<file path="src/rtl/pcs_receive_if.sv">
// rtl/pcs_receive_if.sv - code-group input and GMII receive output bundle for pcs_receive
interface pcs_receive_if;
  logic       sync_status;
  logic       rx_even;
  logic       rx_cg_valid;
  logic       rx_k;
  logic [7:0] rx_octet;
  logic [7:0] rxd;
  logic       rx_dv;
  logic       rx_er;
  logic       receiving;

  modport master (
    output sync_status, rx_even, rx_cg_valid, rx_k, rx_octet,
    input  rxd, rx_dv, rx_er, receiving
  );

  modport slave (
    input  sync_status, rx_even, rx_cg_valid, rx_k, rx_octet,
    output rxd, rx_dv, rx_er, receiving
  );
endinterface

</file>
<file path="src/rtl/pcs_receive.sv">
// rtl/pcs_receive.sv - 1000BASE-X PCS receive state machine with 3-group decision window
module pcs_receive #(
  parameter int LOOKAHEAD = 2
) (
  input  logic          sync_clk,
  input  logic          mr_main_reset,
  pcs_receive_if.slave  rx
);

  typedef struct packed {
    logic [7:0] octet;
    logic       k;
    logic       valid;
    logic       even;
    logic       sync;
  } cg_t;

  localparam logic [7:0] K28_5 = 8'hBC;
  localparam logic [7:0] K_S   = 8'hFB;
  localparam logic [7:0] K_T   = 8'hFD;
  localparam logic [7:0] K_R   = 8'hF7;
  localparam logic [7:0] D21_5 = 8'hB5;
  localparam logic [7:0] D2_2  = 8'h42;

  localparam logic [3:0] LINK_FAILED   = 4'd0;
  localparam logic [3:0] WAIT_FOR_K    = 4'd1;
  localparam logic [3:0] RX_K          = 4'd2;
  localparam logic [3:0] IDLE_D        = 4'd3;
  localparam logic [3:0] FALSE_CARRIER = 4'd4;
  localparam logic [3:0] RECEIVE       = 4'd5;
  localparam logic [3:0] TRI_RRI       = 4'd6;
  localparam logic [3:0] TRR_EXTEND    = 4'd7;
  localparam logic [3:0] EARLY_END     = 4'd8;

  // win[0] is the group being decided on; higher indices are lookahead
  cg_t        win [LOOKAHEAD+1];
  cg_t        cg_in;
  logic [3:0] state_q, state_d;
  logic [7:0] rxd_q, rxd_d;
  logic       dv_q, dv_d;
  logic       er_q, er_d;
  logic       rcv_q, rcv_d;

  function automatic logic is_ctl(input cg_t g, input logic [7:0] v);
    return g.valid && g.k && (g.octet == v);
  endfunction

  function automatic logic is_data(input cg_t g);
    return g.valid && !g.k;
  endfunction

  assign cg_in = '{octet: rx.rx_octet, k: rx.rx_k, valid: rx.rx_cg_valid,
                   even: rx.rx_even, sync: rx.sync_status};

  // shift the incoming group (and its sync flag) through the decision window
  always_ff @(posedge sync_clk or posedge mr_main_reset) begin
    if (mr_main_reset) begin
      for (int i = 0; i <= LOOKAHEAD; i++) win[i] <= '0;
    end else begin
      for (int i = 0; i < LOOKAHEAD; i++) win[i] <= win[i+1];
      win[LOOKAHEAD] <= cg_in;
    end
  end

  // next state and next outputs from the current state and the window
  always_comb begin
    state_d = state_q;
    rxd_d   = rxd_q;
    dv_d    = 1'b0;
    er_d    = 1'b0;
    rcv_d   = 1'b0;
    if (!win[0].sync) begin
      // loss of lock: one error cycle only if a packet or carrier was in progress
      state_d = LINK_FAILED;
      er_d    = rcv_q;
      rxd_d   = 8'h00;
    end else begin
      case (state_q)
        LINK_FAILED: state_d = WAIT_FOR_K;
        WAIT_FOR_K: begin
          if (is_ctl(win[0], K28_5) && win[0].even) state_d = RX_K;
        end
        // an early end already consumed its K28.5, so it decides like RX_K
        RX_K, EARLY_END: begin
          if (is_data(win[0]) && win[0].octet != D21_5 && win[0].octet != D2_2)
            state_d = IDLE_D;
          else
            state_d = WAIT_FOR_K;
        end
        IDLE_D: begin
          if (is_ctl(win[0], K28_5)) begin
            state_d = RX_K;
          end else if (is_ctl(win[0], K_S)) begin
            state_d = RECEIVE;
            dv_d    = 1'b1;
            rxd_d   = 8'h55;
            rcv_d   = 1'b1;
          end else begin
            state_d = FALSE_CARRIER;
            er_d    = 1'b1;
            rxd_d   = 8'h0E;
            rcv_d   = 1'b1;
          end
        end
        FALSE_CARRIER: begin
          if (is_ctl(win[0], K28_5) && win[0].even) begin
            state_d = RX_K;
          end else begin
            er_d  = 1'b1;
            rxd_d = 8'h0E;
            rcv_d = 1'b1;
          end
        end
        RECEIVE: begin
          if (is_ctl(win[0], K_T) && is_ctl(win[1], K_R) && is_ctl(win[2], K28_5)) begin
            state_d = TRI_RRI;
          end else if (is_ctl(win[0], K_T) && is_ctl(win[1], K_R) && is_ctl(win[2], K_R)) begin
            state_d = TRR_EXTEND;
            rcv_d   = 1'b1;
          end else if (is_ctl(win[0], K28_5)) begin
            state_d = EARLY_END;
            er_d    = 1'b1;
            rxd_d   = 8'h0E;
          end else if (is_data(win[0])) begin
            dv_d  = 1'b1;
            rxd_d = win[0].octet;
            rcv_d = 1'b1;
          end else begin
            dv_d  = 1'b1;
            er_d  = 1'b1;
            rxd_d = 8'h00;
            rcv_d = 1'b1;
          end
        end
        TRI_RRI: begin
          if (is_ctl(win[0], K28_5)) state_d = RX_K;
        end
        TRR_EXTEND: begin
          if (is_ctl(win[0], K28_5) && win[0].even) begin
            state_d = RX_K;
          end else begin
            er_d  = 1'b1;
            rxd_d = 8'h0F;
            rcv_d = 1'b1;
          end
        end
        default: state_d = LINK_FAILED;
      endcase
    end
  end

  // register state and GMII-side outputs
  always_ff @(posedge sync_clk or posedge mr_main_reset) begin
    if (mr_main_reset) begin
      state_q <= LINK_FAILED;
      rxd_q   <= 8'h00;
      dv_q    <= 1'b0;
      er_q    <= 1'b0;
      rcv_q   <= 1'b0;
    end else begin
      state_q <= state_d;
      rxd_q   <= rxd_d;
      dv_q    <= dv_d;
      er_q    <= er_d;
      rcv_q   <= rcv_d;
    end
  end

  assign rx.rxd       = rxd_q;
  assign rx.rx_dv     = dv_q;
  assign rx.rx_er     = er_q;
  assign rx.receiving = rcv_q;

endmodule

</file>
<file path="src/flat_wrapper.sv">
// flat-port wrapper written by rule: the top's interface ports become plain ports
module pcs_receive_flat 
#(
  parameter int LOOKAHEAD = 2
)
  (sync_clk, mr_main_reset, rx_sync_status, rx_rx_even, rx_rx_cg_valid, rx_rx_k, rx_rx_octet, rx_rxd, rx_rx_dv, rx_rx_er, rx_receiving);
  pcs_receive_if rx_i ();
  input  logic sync_clk;
  input  logic mr_main_reset;
  input wire logic [$bits(rx_i.sync_status)-1:0] rx_sync_status;
  input wire logic [$bits(rx_i.rx_even)-1:0] rx_rx_even;
  input wire logic [$bits(rx_i.rx_cg_valid)-1:0] rx_rx_cg_valid;
  input wire logic [$bits(rx_i.rx_k)-1:0] rx_rx_k;
  input wire logic [$bits(rx_i.rx_octet)-1:0] rx_rx_octet;
  output wire logic [$bits(rx_i.rxd)-1:0] rx_rxd;
  output wire logic [$bits(rx_i.rx_dv)-1:0] rx_rx_dv;
  output wire logic [$bits(rx_i.rx_er)-1:0] rx_rx_er;
  output wire logic [$bits(rx_i.receiving)-1:0] rx_receiving;
  assign rx_i.sync_status = rx_sync_status;
  assign rx_i.rx_even = rx_rx_even;
  assign rx_i.rx_cg_valid = rx_rx_cg_valid;
  assign rx_i.rx_k = rx_rx_k;
  assign rx_i.rx_octet = rx_rx_octet;
  assign rx_rxd = rx_i.rxd;
  assign rx_rx_dv = rx_i.rx_dv;
  assign rx_rx_er = rx_i.rx_er;
  assign rx_receiving = rx_i.receiving;
  pcs_receive #(.LOOKAHEAD(LOOKAHEAD)) u_core (.sync_clk(sync_clk), .mr_main_reset(mr_main_reset), .rx(rx_i));
endmodule
</file>
<file path="config.mk">
export PLATFORM = sky130hd
export DESIGN_NAME = pcs_receive_flat
export DESIGN_NICKNAME = d
export VERILOG_FILES = /design/src/rtl/pcs_receive_if.sv /design/src/rtl/pcs_receive.sv /design/src/flat_wrapper.sv
export SDC_FILE = /design/constraint.sdc
export NUM_CORES = 1
export LEC_CHECK = 0
export ABC_AREA = 1
export BUFFER_PORTS_ARGS = -buffer_cell sky130_fd_sc_hd__buf_4
export CAP_MARGIN = 40
export CORE_ASPECT_RATIO = 1.5
export CORE_MARGIN = 2
export CORE_UTILIZATION = 52
export DETAILED_ROUTE_END_ITERATION = 8
export PLACE_DENSITY = 0.75
export SYNTH_ARGS = -nofsm -noshare
export SYNTH_HDL_FRONTEND = slang
export SYNTH_SLANG_ARGS = --single-unit
</file>
<file path="constraint.sdc">
create_clock -name sync_clk -period 1.3 [get_ports sync_clk]
set_input_delay 0.13 -clock sync_clk [delete_from_list [all_inputs] [get_ports sync_clk]]
set_output_delay 0.13 -clock sync_clk [all_outputs]
set_load 0.01 [all_outputs]
</file>
Word-level counts from Yosys, hierarchy flattened --
Cells that the tools add are included.
Storage, ports and cells: register bits 51, output and inout port bits 11, word-level logic and storage cells 108
Operators by class: eq/ne operators 25, muxes and demuxes 40, reductions and logical operators 23
Operators by type and width (number):
- 8-bit 2-to-1 mux | 8
- 8-bit == test, second input constant | 6
- 8-bit one-hot mux with 4 select lines | 1
- 4-bit 2-to-1 mux | 7
- 4-bit one-hot mux with 6 select lines | 1
- 3-bit inequality test, second input constant | 7
- 1-bit 2-to-1 mux | 18
- 4-bit by 3-bit == test with 1-bit output, second input constant | 4
- 1-bit logical AND | 16
- 5-bit inequality test, second input constant | 2
- 4-bit by 2-bit == test with 1-bit output, second input constant | 2
- 8-bit by 7-bit inequality test with 1-bit output, second input constant | 1
- 8-bit inequality test, second input constant | 1
- 7-bit 2-to-1 mux | 1
- 1-bit one-hot mux with 3 select lines | 2
- 6-bit AND reduction | 1
- 4-bit by 1-bit == test with 1-bit output, second input constant | 1
- 4-bit == test, second input constant | 1
- 4-bit logical NOT | 1
- 2-bit OR reduction | 2
- 3-bit AND reduction | 1
- 3-bit OR reduction | 1
- 2-bit 2-to-1 mux | 1
- 1-bit one-hot mux with 2 select lines | 1
- 1-bit logical NOT | 1

Depth between registers and ports, before layout --
depth in word-level cells 8, gate-level depth with buffers 12

Worst setup path before layout --
No wires, ideal clock.
kind reg-to-reg, start register u_core.state_q[3], end register u_core.rxd_q[2], in the netlist u_core.rx.rxd[2], arrival 1.254 ns, path slack -0.072 ns, stages on the path, launching flop included 11, period minus slack after synthesis 1.372 ns, path through dfrtp_1 -> inv_1 -> nand2_2 -> nor2_4 -> inv_2 -> nand2_1 -> nand2_1 -> nor2_4 -> nand2_4 -> nand3_1 -> nand2_1
On the way: word-level cells in the longest chain between the ends 3
RTL lines:
- start, declared | line pcs_receive.sv:38 | logic [3:0] state_q, state_d;
- start signal, assigned | line pcs_receive.sv:161 | state_q <= state_d;
- 4-bit by 2-bit == test with 1-bit output / 4-bit by 3-bit == test with 1-bit output (equally long branches) | line pcs_receive.sv:78 | case (state_q)
- 5-bit inequality test (no line) (tied with other cells)
- 6-bit AND reduction (no line) / 8-bit 2-to-1 mux (equally long branches)
- end signal, assigned | line pcs_receive.sv:162 | rxd_q <= rxd_d;
- end, declared | line pcs_receive.sv:39 | logic [7:0] rxd_q, rxd_d;
Parallel ways exist; a longest one is shown, timed or not. A chain may end at the register's enable or synchronous reset.

Worst setup path after layout --
start register u_core.win[19] (netlist bit), end register u_core.rxd_q[6], in the netlist u_core.rx.rxd[6]
On the way: word-level cells in the longest chain between the ends 6
RTL lines:
- start, declared | line pcs_receive.sv:36 | cg_t win [LOOKAHEAD+1];
- start signal, assigned by index | line pcs_receive.sv:61 | win[LOOKAHEAD] <= cg_in;
- 8-bit == test * | line pcs_receive.sv:45 | return g.valid && g.k && (g.octet == v);
- 1-bit logical AND * | line pcs_receive.sv:45
- 1-bit logical AND * | line pcs_receive.sv:115, pcs_receive.sv:117
- 1-bit logical AND, on equally long branches | line pcs_receive.sv:115, pcs_receive.sv:117
- 3-bit inequality test (no line)
- 6-bit AND reduction (no line) *
Every way passes the cells marked *; elsewhere a longest branch is shown, timed or not.

==> key figures <==
Status
  – Status: finished with violations
  – Violated checks: setup timing

Die
  – Die H: 84.2 um
  – Io pins: 25
  – Initial Utilization: 53.5%
  – Die ar.: 4840 sq um
  – Die Wd: 57.5 um
  – FP Rows: 29
  – CORE AREA: 4170 sq um

STA
  – Final worst-path cycle share: 120%
  – Setup-failing EPs final: 15
  – Fin. Hold Viols: 0
  – Measured slew at the worst slew-check pin: 0.347 ns
  – Setup_tns: -3.33 ns
  – Final worst setup slack: -0.260 ns
  – Min Tclk post-route: 1.56 ns
  – RSZ-0062 raised after global routing: yes
  – Max Clk Rate: 641 MHz
  – Worst hold slack: 0.356 ns
  – Slew Limit Headroom: 76.6%
  – Slew Viols, Final: 0
  – Clk_skew: 0.00487 ns

Clocking
  – CTS tree: done
  – CTS Sinks: 51
  – Skew-Pair Late Insertion Delay: 0.30 ns
  – H-tree depth: 2
  – Root buffer cell: clkbuf_8
  – TritonCTS Buffers: 5
  – CTS clk-pin slew, worst paths: 0.09 ns
  – Max clock buf depth: 2

Worst setup path
  – Crit path launch type: flop
  – Worst endpoint data arrival time: 1.81 ns
  – Worst r2r src: u_core.win[19]
  – CP peak stage delay: 0.40 ns
  – R2r endpoint: u_core.rx.rxd[6]
  – Crit Path Class: reg2reg
  – Critical Path End Type: flop
  – Crit path cell chain: inv_1, nand2_1, nor2_1, nand2_1, nor2_4, nand2_2, nand2_4, nand2_4, nand2_4, nand3_1, nand2_1
  – CP max FO: 8
  – R2r worst-path depth: 11
  – R2R setup slack: -0.26 ns
  – Critical path's slowest cell: dfrtp_1
  – Worst endpoint required time: 1.55 ns

Synth
  – Synthesized Nets: 272
  – Netlist cell types: 23
  – Syn Area/Cell: 8.65 sq um
  – Mapped Area: 2230 sq um
  – Post-synthesis sequential area ratio: 57.2%
  – Post-Syn Instances: 258
  – #FFs+latches synth: 51
  – Ys Warns: 0

Place
  – Placed wire-length estimate: 3.47 mm
  – RePlAce Congestion: 0.904
  – Placed cell count: 364
  – Port Buffer Count: 24

Power
  – Pwr dens: 1250 nW/um^2
  – Lkg Pwr: 1.63 nW
  – Total power: 0.00417 W
  – VDD IR-drop max: 1390 uV

Min path
  – Worst Hold Depth: 0
  – Hold path startpoint: u_core.win[1]
  – Hold Path Class: reg2reg
  – Worst Hold End: u_core.win[13]

Global routing
  – GR Util met1: 21.3%
  – M3 GR Usage: 4.62%
  – GRT Total Usage: 23.3%
  – First-pass GRT wire length: 8.69 mm
  – Grt ovf: 0
  – Vias in the first global route: 2141
  – Busiest grt layer: met2
  – Met2 Usage GRT: 45.4%
  – Largest net degree at the start of global routing: 52
  – Antenna violations before repair: 0

Run
  – Max Cap Viol: 0

Drt
  – First-pass DRT Iterations: 4
  – Via density: 5.22
  – WL/cell: 14.7 um
  – Remaining antenna violation count: 0
  – Routed WL: 5.86 mm
  – DRC viols: 0
  – First DRT Iteration DRCs: 78
  – Via count: 2079

Cells and area
  – Area of the multi-input gates: 1020 sq um
  – Fill cells: 250
  – Share of cells above drive strength 1: 44.6%
  – Nets: 365
  – P&R area growth vs syn: 49.1%
  – N_diodes: 0
  – Final Instance Count excl. Fillers: 398
  – Reg area: 1280 sq um
  – Final Util: 79.7%
area by class of cell:
cell class                      instances  share of cell area (%)
Timing Repair Buffer                   88                    22.0
Multi-Input combinational cell        169                    30.5
Clock buffer                            5                    2.07
Inverter                               36                    4.25
Sequential cell                        51                    38.5
Tap cell                               46                    1.73
Clock inverter                          3                   0.828
placed cells by master, fill, tap and decap left out, types with 2 or more instances in the layout:
| master | count |
|---|---|
| a21oi_1 | 3 |
| buf_12 | 2 |
| buf_4 | 69 |
| buf_6 | 4 |
| clkbuf_8 | 5 |
| clkinv_1 | 2 |
| clkinvlp_4 | 2 |
| dfrtp_1 | 47 |
| dfrtp_2 | 4 |
| dlygate4sd3_1 | 13 |
| inv_1 | 21 |
| inv_2 | 11 |
| nand2_1 | 59 |
| nand2_2 | 16 |
| nand2_4 | 7 |
| nand3_1 | 19 |
| nand3_2 | 6 |
| nand3_4 | 2 |
| nand3b_1 | 2 |
| nand4_1 | 10 |
| nor2_1 | 14 |
| nor2_2 | 11 |
| nor2_4 | 8 |
| nor3_4 | 3 |
registers in the layout, indices dropped and copies added (netlist names):
| name | count |
|---|---|
| u_core.rx.receiving | 1 |
| u_core.win | 36 |
| u_core.rx.rx_dv | 1 |
| u_core.rx.rx_er | 1 |
| u_core.state_q | 4 |
| u_core.rx.rxd | 8 |
what timing repair did:
action,in CTS,in global routing
hold buffers,13,0
buffers inserted,6,7
endpoints found under the hold margin,63,0
setup endpoints to repair,15,15
pin swaps,12,16
gates cloned,1,0
resized for setup,23,44
stage by stage:
step | setup slack, ns | instance area [sq um]
2_1_floorplan | -0.0265 | 2240
3_3_place_gp | -0.174 | 2780
3_5_place_dp | -0.187 | 2780
4_1_cts | -0.178 | 3130
5_1_grt | -0.379 | 3330
6_report | -0.260 | 3330
cell usage after synthesis, drive strengths merged:
library cell | count | area share (%)
nand2 | 81 | 15
nor2 | 33 | 7.7
a21oi | 4 | 0.90
clkinv | 2 | 0.34
dfrtp | 51 | 57
nand3b | 2 | 0.67
nor3 | 5 | 1.6
nand4 | 10 | 2.8
inv | 34 | 5.7
o211ai | 1 | 0.34
a31oi | 1 | 0.28
nand3 | 27 | 6.1
o21ai | 4 | 0.90
buf | 3 | 0.90
per-layer routing:
metal  vias up  routed length [um]
met2        77                3420
met4         0                 332
met1       980                1880
li1        992                   -
met5         -                   0
met3        30                 221
cell families after synthesis:
| family | Yosys count | share of synthesized area (%) |
|---|---|---|
| buffers and inverters | 39 | 6.95 |
| and+or+nand+nor | 158 | 33.4 |
| DFF | 51 | 57.2 |
| AOI/OAI and AO/OA | 10 | 2.41 |
critical path: cells and delay by family (launching register included):
| family | cells | cell delay, ns |
|---|---|---|
| buffers and inverters | 1 | 0.09 |
| flip-flops | 1 | 0.40 |
| AND/OR/NAND/NOR | 10 | 1.00 |
report_power, final:
| group | internal (W) | total, W | switching [W] |
|---|---|---|---|
| sequential | 0.00173 | 0.00185 | 0.000123 |
| clock | 0.000395 | 0.000943 | 0.000548 |
| combinational | 0.000629 | 0.00137 | 0.000743 |
how the worst max path moves through the flow:
stage,startpoint,to,slack [ns]
final,u_core.win[19],u_core.rx.rxd[6],-0.26
after global placement,u_core.state_q[1],u_core.rx.rxd[7],-0.17
after CTS,u_core.win[33],u_core.rx.rxd[6],-0.18
after detailed placement,u_core.win[29],u_core.state_q[2],-0.19
after global routing,u_core.win[4],u_core.rx.rxd[6],-0.38
after floorplan,u_core.state_q[1],u_core.rx.rxd[2],-0.03
Note: power is estimated with default switching activity, not from simulation.
